`src/rtl/reg_f_stack_ctrl_if.sv`:
```
// Bus bundle between the register-file stack controller and its user/RAM side.
// slave is the controller's view; master is the driving side (register file, RAM outputs).
interface reg_f_stack_ctrl_if #(
   parameter int WIDTH = 8
);
   logic                 push;
   logic                 pop;
   logic [9*WIDTH-1:0]   stack_q;
   logic [5:0]           addr;
   logic                 wren;
   logic [9*WIDTH-1:0]   restore_data;
   logic                 restore_valid;
   logic                 push_done;
   logic                 busy;
   logic                 full;
   logic                 empty;
   logic                 overflow;
   logic                 underflow;
   logic [6:0]           depth;

   modport slave (
      input  push, pop, stack_q,
      output addr, wren, restore_data, restore_valid, push_done,
             busy, full, empty, overflow, underflow, depth
   );

   modport master (
      output push, pop, stack_q,
      input  addr, wren, restore_data, restore_valid, push_done,
             busy, full, empty, overflow, underflow, depth
   );
endinterface

```
`src/rtl/reg_f_stack_ctrl.sv`:
```
// Save/restore controller for a nine-register file backed by a 64-deep stack RAM.
// Every output is a flop; the comb blocks only compute next values.
module reg_f_stack_ctrl #(
   parameter int WIDTH  = 8,
   parameter int RD_LAT = 2
) (
   input  logic              clk,
   input  logic              rst,
   reg_f_stack_ctrl_if.slave bus
);

   typedef enum logic [1:0] {IDLE, PUSH, POP_WAIT, POP_DONE} state_e;

   state_e             state_q, state_d;
   logic [6:0]         sp_q, sp_d;
   logic [5:0]         addr_q, addr_d;
   logic               wren_q, wren_d;
   logic [2:0]         cnt_q, cnt_d;
   logic [9*WIDTH-1:0] rdata_q, rdata_d;
   logic               rvalid_q, rvalid_d;
   logic               pdone_q, pdone_d;
   logic               busy_q, busy_d;
   logic               full_q, full_d;
   logic               empty_q, empty_d;
   logic               ovf_q, ovf_d;
   logic               unf_q, unf_d;

   always_ff @(posedge clk) begin
      if (rst) state_q <= IDLE;
      else     state_q <= state_d;
   end

   always_comb begin
      state_d = state_q;
      case (state_q)
         IDLE: begin
            if (bus.push) begin
               if (!full_q) state_d = PUSH;
            end else if (bus.pop && !empty_q) begin
               state_d = POP_WAIT;
            end
         end
         PUSH:     state_d = IDLE;
         POP_WAIT: if (cnt_q == '0) state_d = POP_DONE;
         POP_DONE: state_d = IDLE;
         default:  state_d = IDLE;
      endcase
   end

   // busy/full/empty are registered from next-state values so they line up with state and sp.
   always_comb begin
      sp_d     = sp_q;
      addr_d   = addr_q;
      wren_d   = 1'b0;
      cnt_d    = cnt_q;
      rdata_d  = rdata_q;
      rvalid_d = 1'b0;
      pdone_d  = 1'b0;
      ovf_d    = 1'b0;
      unf_d    = 1'b0;
      case (state_q)
         IDLE: begin
            if (bus.push) begin
               if (!full_q) begin
                  addr_d = sp_q[5:0];
                  wren_d = 1'b1;
               end else begin
                  ovf_d = 1'b1;
               end
            end else if (bus.pop) begin
               if (!empty_q) begin
                  addr_d = 6'(sp_q - 7'd1);
                  cnt_d  = 3'(RD_LAT);
               end else begin
                  unf_d = 1'b1;
               end
            end
         end
         PUSH: begin
            sp_d    = sp_q + 7'd1;
            pdone_d = 1'b1;
         end
         POP_WAIT: begin
            if (cnt_q == '0) rdata_d = bus.stack_q;
            else             cnt_d   = cnt_q - 3'd1;
         end
         POP_DONE: begin
            rvalid_d = 1'b1;
            sp_d     = sp_q - 7'd1;
         end
         default: ;
      endcase
      busy_d  = (state_d != IDLE);
      full_d  = (sp_d == 7'd64);
      empty_d = (sp_d == 7'd0);
   end

   always_ff @(posedge clk) begin
      if (rst) begin
         sp_q     <= '0;
         addr_q   <= '0;
         wren_q   <= 1'b0;
         cnt_q    <= '0;
         rdata_q  <= '0;
         rvalid_q <= 1'b0;
         pdone_q  <= 1'b0;
         busy_q   <= 1'b0;
         full_q   <= 1'b0;
         empty_q  <= 1'b1;
         ovf_q    <= 1'b0;
         unf_q    <= 1'b0;
      end else begin
         sp_q     <= sp_d;
         addr_q   <= addr_d;
         wren_q   <= wren_d;
         cnt_q    <= cnt_d;
         rdata_q  <= rdata_d;
         rvalid_q <= rvalid_d;
         pdone_q  <= pdone_d;
         busy_q   <= busy_d;
         full_q   <= full_d;
         empty_q  <= empty_d;
         ovf_q    <= ovf_d;
         unf_q    <= unf_d;
      end
   end

   assign bus.addr          = addr_q;
   assign bus.wren          = wren_q;
   assign bus.restore_data  = rdata_q;
   assign bus.restore_valid = rvalid_q;
   assign bus.push_done     = pdone_q;
   assign bus.busy          = busy_q;
   assign bus.full          = full_q;
   assign bus.empty         = empty_q;
   assign bus.overflow      = ovf_q;
   assign bus.underflow     = unf_q;
   assign bus.depth         = sp_q;

endmodule

```
`src/flat_wrapper.sv`:
```
// flat-port wrapper written by rule: the top's interface ports become plain ports
module reg_f_stack_ctrl_flat 
#(
   parameter int WIDTH  = 8,
   parameter int RD_LAT = 2
)
  (clk, rst, bus_push, bus_pop, bus_stack_q, bus_addr, bus_wren, bus_restore_data, bus_restore_valid, bus_push_done, bus_busy, bus_full, bus_empty, bus_overflow, bus_underflow, bus_depth);
  reg_f_stack_ctrl_if #(.WIDTH(WIDTH)) bus_i ();
  input  logic clk;
  input  logic rst;
  input wire logic [$bits(bus_i.push)-1:0] bus_push;
  input wire logic [$bits(bus_i.pop)-1:0] bus_pop;
  input wire logic [$bits(bus_i.stack_q)-1:0] bus_stack_q;
  output wire logic [$bits(bus_i.addr)-1:0] bus_addr;
  output wire logic [$bits(bus_i.wren)-1:0] bus_wren;
  output wire logic [$bits(bus_i.restore_data)-1:0] bus_restore_data;
  output wire logic [$bits(bus_i.restore_valid)-1:0] bus_restore_valid;
  output wire logic [$bits(bus_i.push_done)-1:0] bus_push_done;
  output wire logic [$bits(bus_i.busy)-1:0] bus_busy;
  output wire logic [$bits(bus_i.full)-1:0] bus_full;
  output wire logic [$bits(bus_i.empty)-1:0] bus_empty;
  output wire logic [$bits(bus_i.overflow)-1:0] bus_overflow;
  output wire logic [$bits(bus_i.underflow)-1:0] bus_underflow;
  output wire logic [$bits(bus_i.depth)-1:0] bus_depth;
  assign bus_i.push = bus_push;
  assign bus_i.pop = bus_pop;
  assign bus_i.stack_q = bus_stack_q;
  assign bus_addr = bus_i.addr;
  assign bus_wren = bus_i.wren;
  assign bus_restore_data = bus_i.restore_data;
  assign bus_restore_valid = bus_i.restore_valid;
  assign bus_push_done = bus_i.push_done;
  assign bus_busy = bus_i.busy;
  assign bus_full = bus_i.full;
  assign bus_empty = bus_i.empty;
  assign bus_overflow = bus_i.overflow;
  assign bus_underflow = bus_i.underflow;
  assign bus_depth = bus_i.depth;
  reg_f_stack_ctrl #(.WIDTH(WIDTH), .RD_LAT(RD_LAT)) u_core (.clk(clk), .rst(rst), .bus(bus_i));
endmodule
```
`config.mk`:
```
export PLATFORM = sky130hd
export DESIGN_NAME = reg_f_stack_ctrl_flat
export DESIGN_NICKNAME = d
export VERILOG_FILES = /design/src/rtl/reg_f_stack_ctrl_if.sv /design/src/rtl/reg_f_stack_ctrl.sv /design/src/flat_wrapper.sv
export SDC_FILE = /design/constraint.sdc
export NUM_CORES = 1
export LEC_CHECK = 0
export ABC_AREA = 1
export CAP_MARGIN = 40
export CORE_ASPECT_RATIO = 1.25
export CORE_UTILIZATION = 45
export DETAILED_ROUTE_END_ITERATION = 10
export PLACE_DENSITY = 0.89
export SLEW_MARGIN = 20
export SYNTH_ARGS = -nofsm -noshare
export SYNTH_HDL_FRONTEND = slang
export SYNTH_SLANG_ARGS = --single-unit
```
`constraint.sdc`:
```
create_clock -name clk -period 2.47 [get_ports clk]
set_input_delay 0.494 -clock clk [delete_from_list [all_inputs] [get_ports clk]]
set_output_delay 0.494 -clock clk [all_outputs]
set_load 0.05 [all_outputs]
```
# Word-level counts from Yosys, hierarchy flattened
# Index checks and enable logic that the tools add are counted.
# totals
reg_bits	98
wordCells	63
# classes
addsub	3
n_eq_ne	10
muxes	20
bitwise	3
reduce_logical	14
# op_table
op	n
$mux 6	4
$pmux 7 s2	1
$mux 3	4
$ne 2x2->1 const B	6
$mux 2	4
$add 7x1->7 const B	1
$eq 7x7->1 const B	1
$logic_not 7->1	1
$sub 7x1->7 const B	1
$pmux 2 s3	1
$pmux 3 s2	1
$reduce_bool 2->1	3
$mux 1	5
$reduce_and 5->1	1
$eq 2x2->1 const B	2
$reduce_and 4->1	1
$reduce_or 4->1	1
$logic_not 3->1	1
$not 1->1	3
$reduce_or 3->1	1
$sub 3x1->3 const B	1
$eq 2x1->1 const B	1
$logic_not 2->1	1
$reduce_and 2->1	1
3 further kinds	3

# Longest topological paths before layout
# Gate-level depths: netlist (run 1).
# logic_depth
depth_word	6
depth_mapped	12

# Worst setup path after synthesis (run 1)
# Ideal clock, no wire load.
# synth_path
path_kind	reg2reg
start	register u_core.sp_q[0], in the netlist u_core.bus.depth[0]
end	register u_core.empty_q, in the netlist u_core.bus.empty
setup_time_ns	0.061
arrival_ns	1.758
required_time_ns	2.409
path_slack_ns	0.650
stages_incl_launch_ff	12
n_path_buf	0
cell_sequence	dfxtp_1 > inv_1 > ha_1 > inv_1 > nand2_1 > nand3_1 > nand2_1 > nor2_1 > nand2_1 > nor2_1 > nand2_1 > nand2_1
# synth_via
elab_chain_cells	3
# synth_rtl
element	line	text
start: declaration	reg_f_stack_ctrl.sv:15	logic [6:0] sp_q, sp_d;
start signal: assignment	reg_f_stack_ctrl.sv:113	sp_q <= sp_d;
$sub 7x1->7 / $add 7x1->7 (equally long branches)	--	
$pmux 7 s2 *	reg_f_stack_ctrl.sv:61	case (state_q)
$logic_not 7->1 *	reg_f_stack_ctrl.sv:95	empty_d = (sp_d == 7'd0);
end signal: assignment	reg_f_stack_ctrl.sv:122	empty_q <= empty_d;
end: declaration	reg_f_stack_ctrl.sv:24	logic empty_q, empty_d;
# Mark *: on every way between the ends. The rest lies on a longest branch, timed or not.
# A chain may end at the register's enable or synchronous reset.

# Worst setup path after layout (run 1)
# layout_path
start	register u_core.sp_q[3], in the netlist u_core.bus.depth[3]
end	output port bus_depth[3]
# layout_rtl
element	line	text
end: declaration	flat_wrapper.sv:24	output wire logic [$bits(bus_i.depth)-1:0] bus_depth;
# No word-level cell between the ends.

==> flow_metrics.env, run 1 <==
export IMPL_crit_slowest_cell="clkdlybuf4s50_1"
export IMPL_path_clk_slew_ps=90
export IMPL_avgRoutedWirePerCell_um=13.7
export IMPL_layout_drive_gt1_share_pct=5.43
export IMPL_synth_area_top_cells="dfxtp_1, nor2_1, o21ai_1"
export IMPL_vias=3879
export IMPL_cts_setup_buffers=0
export IMPL_nNetsFinal=756
export IMPL_fp_dieW_um=85.5
export IMPL_critPathArrivalTime_ps=1810
export IMPL_r2r_end="u_core.cnt_q[1]"
export IMPL_vdd_ir_drop_max_v=0.000468
export IMPL_cts_sinks=98
export IMPL_pwr_density_cell_nw_per_um2=672
export IMPL_status="finished, final reports clean"
export IMPL_clkLatencyLatePin_ps=360
export IMPL_worst_path_max_fanout=8
export IMPL_io_pins=169
export IMPL_period_share_pct=93.2
export IMPL_slew_violations=0
export IMPL_cpPeakStageDelay_ps=880
export IMPL_grt_pass1_wl_um=17100
export IMPL_min_period_ps=2300
export IMPL_synth_compound_area_share_pct=12.8
export IMPL_crit_family="buffers and inverters"
export IMPL_cts_tree="done"
export IMPL_p_total_w=0.00392
export IMPL_chipHeight_um=106
export IMPL_hold_violations=0
export IMPL_antenna_left=0
export IMPL_whs_ps=488
export IMPL_finalSetupViolCount=0
export IMPL_vias_per_cell=4.99
export IMPL_synth_xor_area_share_pct=0.670
export IMPL_max_freq_mhz=434
export IMPL_synth_seq_area_share_pct=50.0
export IMPL_reg2reg_from="u_core.state_q[0]"
export IMPL_dp_hpwl_um=7860
export IMPL_end_kind="output port"
export IMPL_synth_most_common_cell="nor2_1"
export IMPL_synth_fa_ha_area_share_pct=1.28
export IMPL_first_global_vias=3733
export IMPL_cts_resized=0
export IMPL_path_class="reg -> out"
export IMPL_post_route_util_pct=69.9
export IMPL_worst_pin_slew_ps=777
export IMPL_portBuffers=168
export IMPL_ys_warn_count=0
export IMPL_n_antenna_cell=0
export IMPL_startpoint="u_core.bus.depth[3]"
export IMPL_rows=37
export IMPL_r2r_slack_ps=550
export IMPL_synth_distinct_cells=26
export IMPL_drt_pass1_iter_count=5
export IMPL_ys_flop_type="dfxtp_1"
export IMPL_fin_skew_ps=7.89
export IMPL_start_util_pct=47.1
export IMPL_path_cells="clkdlybuf4s50_1"
export IMPL_syn_avg_cell_area_um2=7.54
export IMPL_ys_ff_latch=98
export IMPL_synth_edff_count=0
export IMPL_worstSetupPathDepth=1
export IMPL_synth_area_um2=3920
export IMPL_grt_usage_pct=23.6
export IMPL_slew_limit_headroom_pct=48.2
export IMPL_place_ws_ps=465
export IMPL_drt_iter0_markers=179
export IMPL_setup_ws_ps=167
export IMPL_synth_simple_area_share_pct=26.5
export IMPL_min_delay_path_class="reg -> reg"
export IMPL_r2r_cells=6
export IMPL_root_buffer="clkbuf_8"
export IMPL_gp_congestion=0.871
export IMPL_max_cap_violations=0
export IMPL_syn_inst=520
export IMPL_crit_buf_inv=1
export IMPL_async_flop_share_pct=0
export IMPL_setup_tns_ps=0
export IMPL_syn_nets=600
export IMPL_netlist_area_leader_share_pct=50.0
export IMPL_synth_mux_area_share_pct=0
export IMPL_rsz0062_at_grt="no"
export IMPL_clk_path_buf_depth=2
export IMPL_antenna_found_initial=0
export IMPL_grt_overflow_total=0
export IMPL_synth_top_family_by_area="simple AND/OR/NAND/NOR gates"
export IMPL_synthTopCellsByCount="nor2_1, dfxtp_1, o21ai_1"
export IMPL_start_kind="register"
export IMPL_synth_top_cell_by_area="dfxtp_1"
export IMPL_route_detailed_drc=0
export IMPL_crit_required_ps=1980
export IMPL_areaGrowthSynthToFinish_pct=48.5
export IMPL_cts_hold_buf=0
export IMPL_core_um2=8330
export IMPL_routed_wl_um=10700
export IMPL_endpoint="bus_depth[3]"
export IMPL_grt_max_degree=75
export IMPL_htree_levels=3
export IMPL_total_leakage_power_nw=2.33
export IMPL_floorplan_die_area_um2=9090
export IMPL_numCtsBuffers=9
placed cells by master, fill, tap and decap left out:
cell type	Yosys	routed
a21oi_1	5	5
a31oi_1	4	4
buf_12	0	1
buf_4	8	5
bufinv_16	0	3
clkbuf_8	0	11
clkdlybuf4s50_1	0	168
clkinv_2	1	3
dfxtp_1	98	98
ha_1	4	4
inv_1	32	31
inv_2	3	4
nand2_1	52	52
nand2_2	2	2
nand3_1	23	23
nand3b_1	1	1
nand4_1	3	3
nor2_1	166	166
nor2_2	4	4
nor2_4	3	3
o211ai_1	5	5
o21ai_0	19	19
o21ai_1	61	61
o22ai_2	1	1
or2_1	1	1
xnor2_1	1	1
xor2_1	2	2
state kept, by name, indices dropped and copies added, names as in the netlist:
signal	cells
u_core.bus.addr	6
u_core.bus.busy	1
u_core.bus.depth	7
u_core.bus.empty	1
u_core.bus.full	1
u_core.bus.overflow	1
u_core.bus.push_done	1
u_core.bus.restore_data	72
u_core.bus.restore_valid	1
u_core.bus.underflow	1
u_core.bus.wren	1
u_core.cnt_q	3
u_core.state_q	2
worst min path at each step:
stage,start,end,slack [ps],depth (start not counted)
floorplan,u_core.cnt_q[1],u_core.cnt_q[1],460,2
global placement,u_core.bus.restore_data[55],u_core.bus.restore_data[55],460,2
detailed placement,u_core.bus.restore_data[13],u_core.bus.restore_data[13],470,2
CTS,u_core.bus.restore_data[13],u_core.bus.restore_data[13],490,2
global route,u_core.bus.restore_data[22],u_core.bus.restore_data[22],510,2
finish,u_core.bus.restore_data[13],u_core.bus.restore_data[13],490,2
power by group:
| part | total [W] | leakage, nW | internal, W | switching, W |
|---|---|---|---|---|
| Clock | 0.00125 | 0.129 | 0.000724 | 0.000525 |
| Sequential | 0.00173 | 0.795 | 0.00167 | 0.0000606 |
| Combinational | 0.000936 | 1.41 | 0.000358 | 0.000578 |
| Total | 0.00392 | 2.33 | 0.00275 | 0.00116 |
cell type report:
class | count | area (um^2)
multi-input cells | 357 | 1610
well taps | 97 | 121
repair buffers | 174 | 1740
fillers | 661 | 2510
inverters | 36 | 136
flip-flops and latches | 98 | 1960
clock inverters | 5 | 100
clock buffers | 11 | 151
layer usage:
metal	vias up	share of wire [%]	global-route usage (%)	wire, um
met3	28	5.0	4.81	533
met1	1758	40	26.2	4290
met5	-	0	0	0
met2	138	52	42.5	5490
met4	0	3.2	11.1	343
li1	1955	-	-	-
cell families (layout without fill, tap and decap cells):
group	after synthesis	in the layout
and+or+nand+nor	255	255
DFF	98	98
AOI/OAI and AO/OA	95	95
buffers and inverters	65	226
adders and majority gates	4	4
xor gates and xnor gates	3	3
metrics by stage:
stage          cell area [um^2]  cells
2_1_floorplan              3920    520
3_3_place_gp               5570    762
6_report                   5820    778
4_1_cts                    5820    778
5_1_grt                    5820    778
3_5_place_dp               5570    762
Power figures use the tool's default switching activity.
==> inputs of run 2 (changes only) <==
CTS_CLUSTER_SIZE = 12   (was default)
==> results of run 2 <==
Final layout, timing and power as in run 1 (identical DEF).
==> inputs of run 3 (changes only) <==
CORE_UTILIZATION = 25   (was 45)
PLACE_DENSITY = 0.56   (was 0.89)
clock period = 2.6 ns   (was 2.47 ns; I/O delays follow)
==> run 3 against run 2 <==
Largest power group unchanged. Utilization down 30 points. Sequential share of layout area fell by 1.2 points. Register-to-register slack better by 80 ps. Clock power up 10%. First-iteration DRC count grew 16%.
==> flow_metrics.env, run 3 (synthesis gave the netlist of run 1 again) <==
export IMPL_max_freq_mhz=437
export IMPL_sequentialPowerShare_pct=41.9
export IMPL_p_sw_share_pct=29.0
export IMPL_cts_hold_buf=0
export IMPL_use_met1_pct=16.6
export IMPL_crit_family="buffers and inverters"
export IMPL_met2_usage_pct=26.0
export IMPL_min_delay_path_class="reg -> reg"
export IMPL_pwr_density_cell_nw_per_um2=650
export IMPL_path_class="reg -> out"
export IMPL_min_period_ps=2290
export IMPL_grt_pass1_wl_um=18300
export IMPL_antenna_left=0
export IMPL_critPathArrivalTime_ps=1770
export IMPL_start_util_pct=25.9
export IMPL_p_total_w=0.00392
export IMPL_post_route_util_pct=39.8
export IMPL_layout_cells_non_filler=887
export IMPL_cts_tree="done"
export IMPL_max_cap_violations=0
export IMPL_total_leakage_power_nw=2.36
export IMPL_gp_congestion=0.864
export IMPL_cpPeakStageDelay_ps=880
export IMPL_core_um2=15100
export IMPL_root_buffer="clkbuf_16"
export IMPL_cts_sinks=98
export IMPL_n_antenna_cell=0
export IMPL_chipHeight_um=142
export IMPL_route_detailed_drc=0
export IMPL_slew_limit_headroom_pct=45.2
export IMPL_crit_buf_inv=1
export IMPL_vdd_ir_drop_max_v=0.000309
export IMPL_busiest_layer="met2"
export IMPL_grt_util_met3_pct=3.15
export IMPL_end_kind="output port"
export IMPL_cts_resized=0
export IMPL_power_switching_w=0.00114
export IMPL_fin_skew_ps=10.7
export IMPL_slew_violations=0
export IMPL_routed_wl_um=11600
export IMPL_grt_max_degree=75
export IMPL_dpl_cell_count=873
export IMPL_clkLatencyLatePin_ps=330
export IMPL_antenna_found_initial=0
export IMPL_drt_pass1_iter_count=4
export IMPL_crit_required_ps=2080
export IMPL_finalSetupViolCount=0
export IMPL_final_common_cell="clkdlybuf4s50_1"
export IMPL_rows=50
export IMPL_fp_dieW_um=114
export IMPL_clockPowerShare_pct=35.3
export IMPL_portBuffers=168
export IMPL_hold_violations=0
export IMPL_worst_pin_slew_ps=821
export IMPL_nNetsFinal=756
export IMPL_layout_drive_gt1_share_pct=5.01
export IMPL_cts_setup_buffers=0
export IMPL_first_global_vias=3795
export IMPL_setup_tns_ps=0
export IMPL_numCtsBuffers=9
export IMPL_htree_levels=3
export IMPL_largest_reg_flops=72
export IMPL_p_int_w=0.00279
export IMPL_floorplan_die_area_um2=16200
export IMPL_crit_slowest_cell="clkdlybuf4s50_1"
export IMPL_period_share_pct=88.0
export IMPL_vias_per_cell=4.30
export IMPL_path_cells="clkdlybuf4s50_1"
export IMPL_avgRoutedWirePerCell_um=13.0
export IMPL_clk_path_buf_depth=2
export IMPL_start_kind="register"
export IMPL_whs_ps=480
export IMPL_drt_iter0_markers=207
export IMPL_areaGrowthSynthToFinish_pct=53.8
export IMPL_grt_usage_pct=14.4
export IMPL_mostFrequentLayoutCells="clkdlybuf4s50_1, nor2_1, dfxtp_1"
export IMPL_grt_overflow_total=0
export IMPL_vias=3810
export IMPL_status="finished, final reports clean"
export IMPL_rsz0062_at_grt="no"
export IMPL_path_clk_slew_ps=70
export IMPL_p_comb_share_pct=22.8
export IMPL_io_pins=169
export IMPL_dp_hpwl_um=8450
export IMPL_worst_path_max_fanout=8
run 3: cell types whose count changed in the layout (fill, tap and decap cells not counted), sizes merged:
cell,before,now
bufinv,3,2
clkinv,3,2
run 3: worst paths after layout:
check,start,end,slack [ps],cells after the start
max,u_core.bus.depth[3],bus_depth[3],310,1
min,u_core.bus.restore_data[22],u_core.bus.restore_data[22],480,2
max reg2reg,u_core.state_q[0],u_core.cnt_q[1],630,6
min reg2reg,u_core.bus.restore_data[22],u_core.bus.restore_data[22],480,2
run 3: power by group through the flow:
stage / Clock, W / Sequential, W / Combinational (W)
after global routing: 0.00151 / 0.00165 / 0.000959
after floorplan: 0 / 0.00195 / 0.000287
after global placement: 0 / 0.00168 / 0.000893
after detailed placement: 0 / 0.00168 / 0.000897
after CTS: 0.00144 / 0.00165 / 0.000900
final: 0.00138 / 0.00164 / 0.000894
run 3: layout make-up:
type	count	area, um^2
Multi-Input combinational cell	357	1610
Inverter	36	136
Fill cell	1602	9110
Tap cell	208	260
Sequential cell	98	1960
Clock buffer	11	243
Clock inverter	3	65.1
Timing Repair Buffer	174	1750
run 3: metal layers:
metal | part of all wire, % | vias up
met1 | 43 | 1743
met2 | 52 | 99
met5 | 0 | -
li1 | - | 1961
met4 | 0.93 | 0
met3 | 4.8 | 7
run 3: metrics by stage:
stage,worst slack (ps),cell area [um^2]
global placement,632,5720
finish,311,6030
detailed placement,575,5720
CTS,294,6030
global route,248,6030
floorplan,780,3920
